===== config.mk =====
export PLATFORM = sky130hd
export DESIGN_NAME = led_blink_driver_flat
export DESIGN_NICKNAME = d
export VERILOG_FILES = /design/src/rtl/led_blink_pkg.sv /design/src/rtl/led_blink_if.sv /design/src/rtl/led_blink_timer.sv /design/src/rtl/led_blink_driver.sv /design/src/flat_wrapper.sv
export SDC_FILE = /design/constraint.sdc
export NUM_CORES = 1
export LEC_CHECK = 0
export ABC_CLOCK_PERIOD_IN_PS = 8400
export CAP_MARGIN = 10
export CORE_ASPECT_RATIO = 1.1
export CORE_UTILIZATION = 25
export DETAILED_ROUTE_END_ITERATION = 12
export SLEW_MARGIN = 20
export SYNTH_ARGS = -nofsm -noshare
export SYNTH_HDL_FRONTEND = slang
export SYNTH_SLANG_ARGS = --single-unit

===== constraint.sdc =====
create_clock -name clk -period 8.4 [get_ports clk]
set_input_delay 0.84 -clock clk [delete_from_list [all_inputs] [get_ports clk]]
set_output_delay 0.84 -clock clk [all_outputs]
set_load 0.05 [all_outputs]

===== src/rtl/led_blink_pkg.sv =====
// Shared definitions for the LED blink driver.
//   state_t        : FSM encoding (ST_IDLE / ST_ON / ST_OFF)
//   *_DEF          : default timing for the 100 MHz board clock
//   *_SIM          : reduced timing for simulation
package led_blink_pkg;

  typedef enum logic [1:0] {
    ST_IDLE = 2'd0,
    ST_ON   = 2'd1,
    ST_OFF  = 2'd2
  } state_t;

  localparam int unsigned ON_CYCLES_DEF  = 25_000_000;
  localparam int unsigned OFF_CYCLES_DEF = 10_000_000;
  localparam int unsigned PEND_W_DEF     = 3;
  localparam int unsigned CNT_W_DEF      = 25;

  localparam int unsigned ON_CYCLES_SIM  = 4;
  localparam int unsigned OFF_CYCLES_SIM = 2;
  localparam int unsigned PEND_W_SIM     = 2;
  localparam int unsigned CNT_W_SIM      = 3;

endpackage


===== src/rtl/led_blink_if.sv =====
// Signal bundle between the game-logic pulse source and the LED blink driver.
//   trig    : event pulse, one event per cycle high
//   clr_ovf : clears the sticky overflow flag
//   led     : LED drive, 1 = lit
//   busy    : driver is not idle
//   pending : queued events not yet started
//   ovf     : sticky, an event was dropped
// master = event source / observer, slave = the driver.
interface led_blink_if #(
  parameter int unsigned PEND_W = 3
) ();
  logic              trig;
  logic              clr_ovf;
  logic              led;
  logic              busy;
  logic [PEND_W-1:0] pending;
  logic              ovf;

  modport master (
    output trig, clr_ovf,
    input  led, busy, pending, ovf
  );

  modport slave (
    input  trig, clr_ovf,
    output led, busy, pending, ovf
  );
endinterface


===== src/rtl/led_blink_timer.sv =====
// Down-counter shared by the ON and OFF phases.
//   clk, rst  : clock, synchronous active-high reset (count -> 0)
//   load      : load load_val this cycle
//   load_val  : reload value
//   done      : count is zero
// The counter stops at zero and never wraps; it only moves again on a load.
module led_blink_timer #(
  parameter int unsigned CNT_W = 25
) (
  input  logic             clk,
  input  logic             rst,
  input  logic             load,
  input  logic [CNT_W-1:0] load_val,
  output logic             done
);

  logic [CNT_W-1:0] cnt;

  always_ff @(posedge clk) begin
    if (rst) begin
      cnt <= '0;
    end else if (load) begin
      cnt <= load_val;
    end else if (cnt != '0) begin
      cnt <= cnt - 1'b1;
    end
  end

  assign done = (cnt == '0);

endmodule


===== src/rtl/led_blink_driver.sv =====
// LED blink driver: turns 1-cycle event pulses into visible blinks of
// ON_CYCLES lit followed by an enforced OFF_CYCLES dark gap. Events arriving
// while busy are counted and replayed one blink each.
//   clk, rst : clock, synchronous active-high reset (priority over all inputs)
//   bus      : led_blink_if.slave (trig, clr_ovf in; led, busy, pending, ovf out)
// Optional macro LED_RETRIGGER_EN: trig during ON stretches the current blink
// (timer reload) instead of queueing; trig during OFF still queues.
//
// state   | meaning
// ST_IDLE | LED dark, nothing in flight
// ST_ON   | LED lit, timer counting the ON phase
// ST_OFF  | LED dark, timer counting the mandatory gap
module led_blink_driver
  import led_blink_pkg::*;
#(
  parameter int unsigned ON_CYCLES  = ON_CYCLES_DEF,
  parameter int unsigned OFF_CYCLES = OFF_CYCLES_DEF,
  parameter int unsigned PEND_W     = PEND_W_DEF,
  parameter int unsigned CNT_W      = CNT_W_DEF
) (
  input  logic        clk,
  input  logic        rst,
  led_blink_if.slave  bus
);

  localparam logic [PEND_W-1:0] PEND_MAX = '1;
  localparam logic [CNT_W-1:0]  ON_LOAD  = CNT_W'(ON_CYCLES - 1);
  localparam logic [CNT_W-1:0]  OFF_LOAD = CNT_W'(OFF_CYCLES - 1);

  state_t            state, state_nxt;
  logic [PEND_W-1:0] pend, pend_nxt;
  logic              ovf_q, ovf_nxt;
  logic              led_q, busy_q;
  logic              tmr_load;
  logic [CNT_W-1:0]  tmr_val;
  logic              tmr_done;
  logic              enq, deq, drop;

  led_blink_timer #(.CNT_W(CNT_W)) u_timer (
    .clk      (clk),
    .rst      (rst),
    .load     (tmr_load),
    .load_val (tmr_val),
    .done     (tmr_done)
  );

  always_comb begin
    state_nxt = state;
    pend_nxt  = pend;
    ovf_nxt   = ovf_q;
    tmr_load  = 1'b0;
    tmr_val   = ON_LOAD;
    enq       = 1'b0;
    deq       = 1'b0;
    drop      = 1'b0;

    case (state)
      ST_IDLE: begin
        // IDLE can hold a queued event left by a trig on the last OFF cycle.
        // A trig arriving with a non-empty queue goes to the back of it.
        if (bus.trig || (pend != '0)) begin
          state_nxt = ST_ON;
          tmr_load  = 1'b1;
          tmr_val   = ON_LOAD;
          deq       = (pend != '0);
          enq       = bus.trig && (pend != '0);
        end
      end
      ST_ON: begin
`ifdef LED_RETRIGGER_EN
        if (bus.trig) begin
          tmr_load = 1'b1;
          tmr_val  = ON_LOAD;
        end else if (tmr_done) begin
          state_nxt = ST_OFF;
          tmr_load  = 1'b1;
          tmr_val   = OFF_LOAD;
        end
`else
        enq = bus.trig;
        if (tmr_done) begin
          state_nxt = ST_OFF;
          tmr_load  = 1'b1;
          tmr_val   = OFF_LOAD;
        end
`endif
      end
      ST_OFF: begin
        enq = bus.trig;
        if (tmr_done) begin
          if (pend != '0) begin
            state_nxt = ST_ON;
            tmr_load  = 1'b1;
            tmr_val   = ON_LOAD;
            deq       = 1'b1;
          end else begin
            state_nxt = ST_IDLE;
          end
        end
      end
      default: state_nxt = ST_IDLE;
    endcase

    // A simultaneous dequeue frees a slot, so saturation only drops without one.
    drop = enq && !deq && (pend == PEND_MAX);
    if (enq && !deq && !drop) begin
      pend_nxt = pend + 1'b1;
    end else if (deq && !enq) begin
      pend_nxt = pend - 1'b1;
    end

    if (bus.clr_ovf) ovf_nxt = 1'b0;
    if (drop)        ovf_nxt = 1'b1;
  end

  always_ff @(posedge clk) begin
    if (rst) begin
      state  <= ST_IDLE;
      pend   <= '0;
      ovf_q  <= 1'b0;
      led_q  <= 1'b0;
      busy_q <= 1'b0;
    end else begin
      state  <= state_nxt;
      pend   <= pend_nxt;
      ovf_q  <= ovf_nxt;
      led_q  <= (state_nxt == ST_ON);
      busy_q <= (state_nxt != ST_IDLE);
    end
  end

  assign bus.led     = led_q;
  assign bus.busy    = busy_q;
  assign bus.pending = pend;
  assign bus.ovf     = ovf_q;

endmodule

===== src/flat_wrapper.sv =====
// flat-port wrapper written by rule: the top's interface ports become plain ports
module led_blink_driver_flat import led_blink_pkg::*;
#(
  parameter int unsigned ON_CYCLES  = ON_CYCLES_DEF,
  parameter int unsigned OFF_CYCLES = OFF_CYCLES_DEF,
  parameter int unsigned PEND_W     = PEND_W_DEF,
  parameter int unsigned CNT_W      = CNT_W_DEF
)
  (clk, rst, bus_trig, bus_clr_ovf, bus_led, bus_busy, bus_pending, bus_ovf);
  led_blink_if #(.PEND_W(PEND_W)) bus_i ();
  input  logic clk;
  input  logic rst;
  input wire logic [$bits(bus_i.trig)-1:0] bus_trig;
  input wire logic [$bits(bus_i.clr_ovf)-1:0] bus_clr_ovf;
  output wire logic [$bits(bus_i.led)-1:0] bus_led;
  output wire logic [$bits(bus_i.busy)-1:0] bus_busy;
  output wire logic [$bits(bus_i.pending)-1:0] bus_pending;
  output wire logic [$bits(bus_i.ovf)-1:0] bus_ovf;
  assign bus_i.trig = bus_trig;
  assign bus_i.clr_ovf = bus_clr_ovf;
  assign bus_led = bus_i.led;
  assign bus_busy = bus_i.busy;
  assign bus_pending = bus_i.pending;
  assign bus_ovf = bus_i.ovf;
  led_blink_driver #(.ON_CYCLES(ON_CYCLES), .OFF_CYCLES(OFF_CYCLES), .PEND_W(PEND_W), .CNT_W(CNT_W)) u_core (.clk(clk), .rst(rst), .bus(bus_i));
endmodule

### After elaboration in Yosys (flattened, before gate mapping)

Index checks and enable logic that the tools add are counted.

| storage, ports and cells | value |
|---|---|
| register bits after elaboration | 33 |
| input port bits | 4 |
| output and inout port bits | 6 |
| word-level logic and storage cells | 53 |

| cells by class | value |
|---|---|
| $add $sub $neg | 3 |
| eq/ne operators | 4 |
| muxes and demuxes | 22 |
| reduce and logical (&&, ||, !) cells | 18 |

Operators with widths:

| operator | number |
|---|---|
| two-way mux 25 bit | 4 |
| logical NOT 25 bit | 1 |
| nonzero test 25 bit | 1 |
| subtractor 25 x 1 -> 25 bit, second input constant | 1 |
| two-way mux 1 bit | 9 |
| nonzero test 2 bit | 4 |
| two-way mux 2 bit | 3 |
| two-way mux 3 bit | 2 |
| one-hot mux 2 bit (3 select lines) | 1 |
| logical AND 1 bit | 5 |
| == test 2 x 1 -> 1 bit, second input constant | 2 |
| one-hot mux 1 bit (2 select lines) | 2 |
| adder 3 x 1 -> 3 bit, second input constant | 1 |
| == test 3 bit, second input constant | 1 |
| logical NOT 1 bit | 3 |
| one-hot mux 1 bit (3 select lines) | 1 |
| nonzero test 3 bit | 1 |
| subtractor 3 x 1 -> 3 bit, second input constant | 1 |
| == test 2 bit, second input constant | 1 |
| logical NOT 2 bit | 1 |
| OR reduction 2 bit | 1 |
| logical OR 1 bit | 1 |

### Depth between registers and ports, before layout

Gate-level depths: netlist of run 1.

| depth | value |
|---|---|
| depth in word-level cells | 10 |
| mapped depth | 11 |
| mapped depth without buffers | 10 |

### By module

From an unflattened synthesis of run 1, not the netlist that was laid out.

| second synthesis, totals | value |
|---|---|
| cells, all modules | 221 |
| area total of the unflattened synthesis | 1,925.6 sq um |

Modules (own cells, without submodules):

| module | instances | cells each | area an instance (sq um) | seq. area each (sq um) |
|---|---|---|---|---|
| led_blink_timer | 1 | 155 | 1,350.0 | 500.5 |
| led_blink_driver | 1 | 66 | 575.6 | 160.2 |

### Worst setup path before layout of run 1

Ideal clock, no wire load.

| path | value |
|---|---|
| path kind | register to register |
| start | reg u_core.u_timer.cnt[3] |
| end | reg u_core.pend[1], in the netlist u_core.bus.pending[1] |
| library setup time | 116 ps |
| data arrival time | 2,865 ps |
| data required time | 8,284 ps |
| setup slack | 5,419 ps |
| cell stages (with the launch flop) | 11 |
| path buffers | 2 |
| period minus slack after synthesis | 2,981 ps |
| cell sequence | dfxtp_1 -> or4_1 -> buf_2 -> or3_1 -> buf_2 -> o41a_1 -> o21ai_0 -> fa_1 -> nand2_1 -> a21oi_1 -> a41o_1 |

| between the ends | value |
|---|---|
| word-level cells in the longest chain between the ends | 9 |
| elaborated cells on any way between the ends | 11 |
| those cells by class | mux (3); reduce/logical (8) |

Ends and longest elaborated chain:

| element | line | source |
|---|---|---|
| start, declared | led_blink_timer.sv:17 | `logic [CNT_W-1:0] cnt;` |
| start signal, assigned | led_blink_timer.sv:23 | `cnt <= load_val;` |
| start signal, assigned | led_blink_timer.sv:25 | `cnt <= cnt - 1'b1;` |
| logical NOT 25 bit * | led_blink_timer.sv:29 | `assign done = (cnt == '0);` |
| two-way mux 1 bit * | led_blink_driver.sv:90 | `if (tmr_done) begin` |
| one-hot mux 1 bit (2 select lines) * | led_blink_driver.sv:57 | `case (state)` |
| logical NOT 1 bit * | led_blink_driver.sv:105, led_blink_driver.sv:106 |  |
| logical AND 1 bit * | led_blink_driver.sv:105, led_blink_driver.sv:106 |  |
| logical AND 1 bit | led_blink_driver.sv:105 | `drop = enq && !deq && (pend == PEND_MAX);` |
| logical NOT 1 bit | led_blink_driver.sv:106 | `if (enq && !deq && !drop) begin` |
| logical AND 1 bit * | led_blink_driver.sv:106 |  |
| two-way mux 3 bit * | led_blink_driver.sv:106 |  |
| via u_core.pend_nxt[1] | led_blink_driver.sv:31 | `logic [PEND_W-1:0] pend, pend_nxt;` |
| end signal, assigned | led_blink_driver.sv:125 | `pend <= pend_nxt;` |
| end, declared | led_blink_driver.sv:31 |  |

The timed path passes the listed nets; every way through them passes the cells marked *.
A chain may end at the register's enable or synchronous reset.

### Final worst setup path of run 1

Ends and elaborated chain as after synthesis.

==> results_tabular.tex, run 1 <==
\begin{tabular}{lr}
\hline
Metric & Value \\
\hline
\multicolumn{2}{l}{\textbf{Outcome}} \\
\quad Result of the run & completed \\
\multicolumn{2}{l}{\textbf{Routing}} \\
\quad Detailed-route DRC error count & 0 \\
\quad Drt via density & 5.218 \\
\quad Overall via count from detail\_route & 1654 \\
\quad Initial DRC Count & 51 \\
\quad Average routed wire per standard cell & 13.23 um \\
\quad Routed Antenna Nets & 0 \\
\quad Detailed Routing Iterations Pass 1 & 4 \\
\quad Final routed wirelength across all metal layers & 4.193 mm \\
\multicolumn{2}{l}{\textbf{Worst setup path}} \\
\quad Worst Setup End Kind & register \\
\quad Type of the worst setup path & reg2reg \\
\quad Required time of the worst setup path & between 8000 and 9000 ps \\
\quad Worst-path fanout max & 10 \\
\quad Data arrival at the endpoint of the critical path & around 3400 ps \\
\quad Startpoint kind of the worst setup timing path & register \\
\multicolumn{2}{l}{\textbf{Finish}} \\
\quad Net count of the finished layout & around 240 \\
\quad Number of standard cells in the layout, taps in and fillers out & approximately 320 \\
\quad Fillers & 762 \\
\quad Most common cell after layout, fill and taps aside & sky130\_fd\_sc\_hd\_\_dfxtp\_1 \\
\quad Combined area of the multi-input logic cells & 1092 sq um \\
\quad Area used by sequential logic in the layout & 660.6 sq um \\
\quad Most frequent cells in the layout & sky130\_fd\_sc\_hd\_\_dfxtp\_1, sky130\_fd\_sc\_hd\_\_nor2\_1, sky130\_fd\_sc\_hd\_\_a21oi\_1, sky130\_fd\_sc\_hd\_\_o21ai\_0, sky130\_fd\_sc\_hd\_\_nor3\_1 \\
\quad Antenna diode instance count & 0 \\
\quad Share of cells above drive strength 1 & 0.06034 \\
\quad Area delta synth->final & 14.35\% \\
\multicolumn{2}{l}{\textbf{Floorplan}} \\
\quad Height of the chip & 91.96 um \\
\quad Row count & 32 \\
\quad Core ar. & a little over 7000 sq um \\
\quad Total Die Area & 7704 sq um \\
\quad Initial Utilization & 0.2610 \\
\quad Width of the die & 83.78 um \\
\quad Io pins & 10 \\
\multicolumn{2}{l}{\textbf{Flow run}} \\
\quad Max\_cap viols & 0 \\
\multicolumn{2}{l}{\textbf{Clocking}} \\
\quad Post-CTS Resized & 0 \\
\quad Clock network latency to the later pin of the worst-skew pair & between 200 and 300 ps \\
\quad Total number of clock tree sinks & 33 \\
\quad Clock slew seen by the registers of the worst setup and hold paths & 70 ps \\
\quad Post-CTS setup-driven buffer insertion count & 0 \\
\quad Level count of the clock H-tree & 2 \\
\quad Number of buffers inserted by hold repair at cts & 0 \\
\quad Clock tree from TritonCTS & done \\
\quad Root cell of the clock tree & sky130\_fd\_sc\_hd\_\_clkbuf\_8 \\
\quad Buffers from clock root to sink, at most & 2 \\
\quad CTS Buf Count & 5 \\
\multicolumn{2}{l}{\textbf{Power and ir drop}} \\
\quad Int Pwr & 404.8 uW \\
\quad Leakage power & around 0.75 nW \\
\quad Sw frac & 0.4211 \\
\quad Part of the power in combinational logic & 0.437 \\
\quad Peak supply drop & 0.1437 mV \\
\quad Total power consumption of the routed design & 699.3 uW \\
\quad Power density relative to cell area & 332.5 nW/um\^{}2 \\
\quad Part of the total power dissipated in the clock network & 0.190 \\
\quad Sequential power share & 0.373 \\
\quad Sw power & $\sim$290 uW \\
\multicolumn{2}{l}{\textbf{Placed design}} \\
\quad Cell total after placement & 309 \\
\quad Count of input and output buffers & 9 \\
\quad Post-detailed-placement half-perimeter wirelength & 2.902 mm \\
\quad Routability congestion estimate & 0.7934 \\
\multicolumn{2}{l}{\textbf{GRT}} \\
\quad Number of antenna violations at the first check in global routing & 0 \\
\quad Number of global-route vias before repair & 1505 \\
\quad Global-route wire length before repair & 7.148 mm \\
\quad GRT overflow & 0 \\
\quad GR Util All Layers & 0.1154 \\
\quad Largest net degree at the start of global routing & 30 \\
\multicolumn{2}{l}{\textbf{STA}} \\
\quad Largest clock skew in the final design & 5.288 ps \\
\quad Final count of negative-setup-slack endpoints & 0 \\
\quad Slew Viols, Final & 0 \\
\quad Share of the cycle needed by the critical path after routing & 0.3886 \\
\quad Relative max-transition margin & 0.5084 \\
\quad Highest achievable clock rate & 306.4 MHz \\
\quad Shortest period the worst path allows & 3264 ps \\
\quad Unrepaired setup endpoints after global routing & no \\
\quad Slew at the pin closest to its max-slew limit & 735.8 ps \\
\quad Hold violation count in the final report & 0 \\
\quad Aggregate negative setup slack & 0 ps \\
\multicolumn{2}{l}{\textbf{Synth}} \\
\quad Post-synthesis sequential area ratio & 0.3592 \\
\quad Primary FF master, synth & sky130\_fd\_sc\_hd\_\_dfxtp\_1 \\
\quad Proportion of register bits with asynchronous set or reset after synthesis & 0 \\
\quad Syn nets & 236 \\
\quad Number of enable-type register cells in the synthesized netlist & 0 \\
\quad Cells after Synth & 226 \\
\quad Yosys synthesis warning count & 0 \\
\quad Synth Area per Inst & 8.138 sq um \\
\quad \#FFs+latches synth & 33 \\
\quad Number of distinct standard cells referenced by the synthesized netlist & 45 \\
\quad Post-synthesis instance area & 1839 sq um \\
\multicolumn{2}{l}{\textbf{Worst hold path}} \\
\quad Path type of the worst min-delay path & reg2reg \\
\hline
\end{tabular}
## state kept, by name (all words and copies together) (netlist names)
name	flops
u_core.bus.busy	1
u_core.bus.led	1
u_core.bus.ovf	1
u_core.bus.pending	3
u_core.state	2
u_core.u_timer.cnt	25
## cell type report
| class | instances | share of cell area |
|---|---|---|
| clock buffer | 7 | 0.04581 |
| clock inverter | 1 | 0.002380 |
| inverter | 10 | 0.01785 |
| multi-input combinational | 170 | 0.5193 |
| sequential | 33 | 0.3141 |
| tap | 85 | 0.05057 |
| timing repair buffer | 11 | 0.04997 |
## cell families after synthesis
logic type,count (synthesis),share of synthesized area
fa+ha+maj,6,0.04490
mux,1,0.005442
xor+xnor,19,0.09048
buf+inv,23,0.04966
flops,33,0.3592
simple gates,89,0.2551
compound gates,55,0.1953
## power groups by stage
stage / clock, mW / combinational [mW] / sequential (mW)
floorplan: 0 / 0.220 / 0.277
global placement: 0 / 0.303 / 0.263
detailed placement: 0 / 0.304 / 0.264
CTS: 0.137 / 0.306 / 0.261
global route: 0.146 / 0.339 / 0.270
finish: 0.133 / 0.306 / 0.261
## worst max-delay path, cell delays in order (launching register included)
cell and delay, ps:
sky130_fd_sc_hd__dfxtp_1 360, sky130_fd_sc_hd__or4_1 650, sky130_fd_sc_hd__or3_1 560, sky130_fd_sc_hd__o41a_1 430, sky130_fd_sc_hd__o21ai_0 360, sky130_fd_sc_hd__fa_1 480, sky130_fd_sc_hd__nand2_1 70, sky130_fd_sc_hd__a21oi_1 40
sky130_fd_sc_hd__a41o_1 210
## metrics by stage
stage | hold WS (ps) | utilization | area [sq um] | setup WS (ps)
after CTS | 513.2 | 0.2985 | 2103 | 5147
after floorplan | 476.8 | - | 1839 | 5419
final | 500.4 | 0.2985 | 2103 | 5136
after global routing | 551.2 | 0.2985 | 2103 | 5009
after global placement | 495.3 | 0.2841 | 2002 | 5242
after detailed placement | 484.8 | 0.2841 | 2002 | 5180
## path summary, 6_finish.rpt
| path | slack (ps) | from | cells past startpoint | to |
|---|---|---|---|---|
| worst max-delay path | 5140 | u_core.u_timer.cnt[3] | 8 | u_core.bus.pending[1] |
| worst min-delay path | 500 | u_core.bus.ovf | 2 | u_core.bus.ovf |
| worst max register to register | 5140 | u_core.u_timer.cnt[3] | 8 | u_core.bus.pending[1] |
| worst min register to register | 500 | u_core.bus.ovf | 2 | u_core.bus.ovf |
## synthesized netlist by cell type, types with 2 or more instances
library cell | number | area share
sky130_fd_sc_hd__nand2b_1 | 2 | 0.0068
sky130_fd_sc_hd__a21oi_1 | 16 | 0.044
sky130_fd_sc_hd__or4_1 | 7 | 0.029
sky130_fd_sc_hd__o21a_1 | 3 | 0.012
sky130_fd_sc_hd__ha_1 | 5 | 0.034
sky130_fd_sc_hd__nand4_1 | 2 | 0.0068
sky130_fd_sc_hd__xor2_1 | 7 | 0.033
sky130_fd_sc_hd__or3_1 | 8 | 0.027
sky130_fd_sc_hd__o21ai_0 | 14 | 0.038
sky130_fd_sc_hd__buf_2 | 4 | 0.011
sky130_fd_sc_hd__o41ai_1 | 2 | 0.0095
sky130_fd_sc_hd__xnor2_1 | 12 | 0.057
sky130_fd_sc_hd__a221oi_1 | 2 | 0.0095
sky130_fd_sc_hd__nor3_1 | 14 | 0.038
sky130_fd_sc_hd__inv_1 | 10 | 0.020
sky130_fd_sc_hd__clkbuf_1 | 9 | 0.018
sky130_fd_sc_hd__nor4_1 | 10 | 0.034
sky130_fd_sc_hd__nand3b_1 | 2 | 0.0082
sky130_fd_sc_hd__nand2_1 | 12 | 0.024
sky130_fd_sc_hd__nand3_1 | 3 | 0.0082
sky130_fd_sc_hd__nor2_1 | 22 | 0.045
sky130_fd_sc_hd__a31oi_1 | 2 | 0.0068
sky130_fd_sc_hd__dfxtp_1 | 33 | 0.36
sky130_fd_sc_hd__o31ai_1 | 4 | 0.016
## per-layer routing
layer  GRT usage  wire length [um]
met1      0.1462              2023
met2      0.1897              1956
met3     0.02430               161
met5           0                 0
met4     0.04802                53
Note: power is estimated with default switching activity, not from simulation.
==> inputs of run 2 (changes only) <==
--- a/config.mk
+++ b/config.mk
@@ -5,7 +5,7 @@
 export SDC_FILE = /design/constraint.sdc
 export NUM_CORES = 1
 export LEC_CHECK = 0
-export ABC_CLOCK_PERIOD_IN_PS = 8400
+export ABC_CLOCK_PERIOD_IN_PS = 2750
 export CAP_MARGIN = 10
 export CORE_ASPECT_RATIO = 1.1
 export CORE_UTILIZATION = 25
==> constraint.sdc (replaced) <==
create_clock -name clk -period 2.75 [get_ports clk]
set_input_delay 0.275 -clock clk [delete_from_list [all_inputs] [get_ports clk]]
set_output_delay 0.275 -clock clk [all_outputs]
set_load 0.05 [all_outputs]
==> results_tabular.tex, run 2 (synthesis results as in run 1) <==
\begin{tabular}{lr}
\hline
Metric & Value \\
\hline
\multicolumn{2}{l}{\textbf{Clocking}} \\
\quad Clock slew seen by the registers of the worst setup and hold paths & 60 ps (about the same) \\
\quad Buffers from clock root to sink, at most & 2 (unchanged) \\
\quad CTS Buf Count & 5 (unchanged) \\
\quad Total number of clock tree sinks & 33 (unchanged) \\
\quad Clock tree from TritonCTS & done \\
\quad Root cell of the clock tree & sky130\_fd\_sc\_hd\_\_clkbuf\_8 \\
\quad Clock network latency to the later pin of the worst-skew pair & 290 ps (about the same) \\
\quad Number of buffers inserted by hold repair at cts & 0 (unchanged) \\
\quad Level count of the clock H-tree & 2 (unchanged) \\
\multicolumn{2}{l}{\textbf{Worst setup path}} \\
\quad Reg2reg setup slack & -6 ps (-5140 ps) \\
\quad Data arrival at the endpoint of the critical path & 2930 ps (-510 ps) \\
\quad Worst-path fanout max & 3 (-7) \\
\quad Critical Path Max Stage Delay & 540 ps (-110 ps) \\
\quad Required time of the worst setup path & 2930 ps (-5650 ps) \\
\quad FF-to-FF End & u\_core.bus.pending[1] \\
\quad Crit path max-delay family & simple AND/OR/NAND/NOR gates \\
\quad Cell type of the slowest stage on the worst timing path & sky130\_fd\_sc\_hd\_\_or4\_4 \\
\quad Type of the worst setup path & reg2reg \\
\quad Cell-by-cell trace of the critical path & or4\_4 -> or3\_4 -> o41a\_1 -> o21ai\_2 -> fa\_1 -> nand2\_1 -> a21oi\_2 -> a41o\_1 \\
\quad Worst Setup End Kind & register \\
\quad Depth of the worst register-to-register path & 8 (unchanged) \\
\quad Startpoint kind of the worst setup timing path & register \\
\quad Worst path bufs/invs & 0 (unchanged) \\
\quad Origin of the critical flop-to-flop path & u\_core.u\_timer.cnt[4] \\
\multicolumn{2}{l}{\textbf{Placed design}} \\
\quad Count of input and output buffers & 9 (unchanged) \\
\quad Worst slack at placement & 58.05 ps (-5122 ps) \\
\quad Routability congestion estimate & 0.7898 (-0.45\%) \\
\quad Post-detailed-placement half-perimeter wirelength & 3.221 mm (+11\%) \\
\quad Cell total after placement & 322 (+4.2\%) \\
\multicolumn{2}{l}{\textbf{Finish}} \\
\quad Number of flip-flops under the largest register name & 25 (unchanged) \\
\quad Most common cell after layout, fill and taps aside & sky130\_fd\_sc\_hd\_\_dfxtp\_1 \\
\quad Share of cells above drive strength 1 & 0.1480 (+0.08766) \\
\quad Net count of the finished layout & 259 (+7.5\%) \\
\quad Combined area of the multi-input logic cells & 1111 sq um (+1.7\%) \\
\quad Final design utilization & 0.3182 (+0.01971) \\
\quad Antenna diode instance count & 0 (unchanged) \\
\quad Area used by sequential logic in the layout & 666.9 sq um (+0.95\%) \\
\quad Largest reg by FF count & u\_core.u\_timer.cnt \\
\quad Most frequent cells in the layout & sky130\_fd\_sc\_hd\_\_dfxtp\_1, sky130\_fd\_sc\_hd\_\_nor2\_1, sky130\_fd\_sc\_hd\_\_buf\_4, sky130\_fd\_sc\_hd\_\_a21oi\_1 \\
\quad Area delta synth->final & 21.90\% \\
\quad Number of standard cells in the layout, taps in and fillers out & 335 (+5.7\%) \\
\quad Fillers & 771 (+1.2\%) \\
\multicolumn{2}{l}{\textbf{STA}} \\
\quad Largest clock skew in the final design & 9.818 ps (+4.530 ps) \\
\quad Share of the cycle needed by the critical path after routing & 1.002 (+0.6135) \\
\quad Final count of negative-setup-slack endpoints & 1 (+1) \\
\quad Slew Viols, Final & 0 (unchanged) \\
\quad Slew at the pin closest to its max-slew limit & 693.9 ps (-41.93 ps) \\
\quad Relative max-transition margin & 0.5364 (+0.02802) \\
\quad Hold violation count in the final report & 0 (unchanged) \\
\quad Unrepaired setup endpoints after global routing & yes \\
\quad Final Worst Setup Slack & -5.768 ps (-5142 ps) \\
\quad Highest achievable clock rate & 362.9 MHz (+18\%) \\
\quad Shortest period the worst path allows & 2756 ps (-508.2 ps) \\
\multicolumn{2}{l}{\textbf{GRT}} \\
\quad GR Util All Layers & 0.1285 (+0.01309) \\
\quad GRT overflow & 0 (unchanged) \\
\quad Number of antenna violations at the first check in global routing & 0 (unchanged) \\
\quad Global-route wire length before repair & 7.824 mm (+9.5\%) \\
\quad Largest net degree at the start of global routing & 24 (-20\%) \\
\quad Number of global-route vias before repair & 1634 (+8.6\%) \\
\multicolumn{2}{l}{\textbf{Power and ir drop}} \\
\quad Power density relative to cell area & 1005 nW/um\^{}2 (+200\%) \\
\quad Total power consumption of the routed design & 2.254 mW (+220\%) \\
\quad Peak supply drop & 0.4625 mV (+220\%) \\
\quad Leakage power & 0.8261 nW (+9.9\%) \\
\multicolumn{2}{l}{\textbf{Worst hold path}} \\
\quad Endpoint with the worst hold slack & u\_core.bus.ovf \\
\quad Path type of the worst min-delay path & reg2reg \\
\quad Critical hold path startpoint & u\_core.bus.ovf \\
\quad Hold path depth & 2 (unchanged) \\
\multicolumn{2}{l}{\textbf{Routing}} \\
\quad Average routed wire per standard cell & 13.62 um (+3.0\%) \\
\quad Initial DRC Count & 79 (+55\%) \\
\quad Drt via density & 5.164 (-1.0\%) \\
\quad Routed Antenna Nets & 0 (unchanged) \\
\quad Detailed Routing Iterations Pass 1 & 4 (unchanged) \\
\quad Overall via count from detail\_route & 1730 (+4.6\%) \\
\quad Detailed-route DRC error count & 0 (unchanged) \\
\quad Final routed wirelength across all metal layers & 4.564 mm (+8.8\%) \\
\multicolumn{2}{l}{\textbf{Flow run}} \\
\quad Max\_cap viols & 0 (unchanged) \\
\multicolumn{2}{l}{\textbf{Floorplan}} \\
\quad Io pins & 10 (unchanged) \\
\quad Width of the die & 83.78 um (unchanged) \\
\quad Row count & 32 (unchanged) \\
\quad Initial Utilization & 0.2610 (unchanged) \\
\quad Total Die Area & 7704 sq um (unchanged) \\
\quad Height of the chip & 91.96 um (unchanged) \\
\quad Core ar. & 7047 sq um (unchanged) \\
\multicolumn{2}{l}{\textbf{Outcome}} \\
\quad Result of the run & finished with violations \\
\quad Failing checks & setup timing \\
\hline
\end{tabular}
==> run 2: changes by cell type in the layout (fill, tap and decap cells not counted), moves of 2 or more <==
cell                       change
sky130_fd_sc_hd__clkbuf_8      -2
sky130_fd_sc_hd__clkbuf_1      +3
sky130_fd_sc_hd__dfxtp_1       -3
sky130_fd_sc_hd__dfxtp_2       +2
sky130_fd_sc_hd__buf_4        +18
==> run 2: worst max-delay path by stage <==
stage / depth (start not counted) / to / from / slack [ps]
3_5_place_dp: 8 / u_core.bus.pending[1] / u_core.u_timer.cnt[4] / 60
2_1_floorplan: 10 / u_core.bus.pending[1] / u_core.u_timer.cnt[3] / -70
3_3_place_gp: 8 / u_core.bus.pending[1] / u_core.u_timer.cnt[4] / 100
6_report: 8 / u_core.bus.pending[1] / u_core.u_timer.cnt[4] / -6
5_1_grt: 8 / u_core.bus.pending[1] / u_core.u_timer.cnt[4] / -120
4_1_cts: 8 / u_core.bus.pending[1] / u_core.u_timer.cnt[4] / 40
==> run 2: metrics by stage <==
step	instance area (sq um)	TNS (ps)	hold WS (ps)
3_5_place_dp	2103	0	474.9
4_1_cts	2183	0	499.9
6_report	2242	-5.768	501.2
5_1_grt	2242	-127.9	567.5
2_1_floorplan	1843	-71.79	446.1
3_3_place_gp	2103	0	483.5
==> run 2: cell type report <==
class                           count  share of cell area
Clock buffer                        8             0.03571
Inverter                           10             0.01674
Multi-Input combinational cell    170              0.4955
Sequential cell                    33              0.2974
Tap cell                           85             0.04743
Timing Repair Buffer               29              0.1071
==> run 2: power by group <==
part	total [mW]	switching, mW	internal, mW
registers	0.799	0.162	0.637
clock network	0.356	0.176	0.180
logic	1.10	0.607	0.492
total	2.25	0.945	1.31
==> run 2: layer usage <==
| layer | GRT usage | up-vias | routed length [um] |
|---|---|---|---|
| met2 | 0.2175 | 30 | 2196 |
| met4 | 0.05508 | 0 | 101 |
| met5 | 0 | - | 0 |
| met3 | 0.02970 | 10 | 142 |
| met1 | 0.1555 | 818 | 2125 |
| li1 | - | 872 | - |
==> run 2: worst register-to-register path, delay by kind of cell (launching register included) <==
kind	cells	cell delay (ps)
and+or+nand+nor	3	960
DFF	1	340
AOI/OAI and AO/OA	4	920
adders and majority gates	1	420
==> run 2: repair_timing <==
action,4_1_cts,5_1_grt
endpoints found under the hold margin,0,0
setup buffers,0,5
gates resized for setup,0,8
setup endpoints to repair,0,11
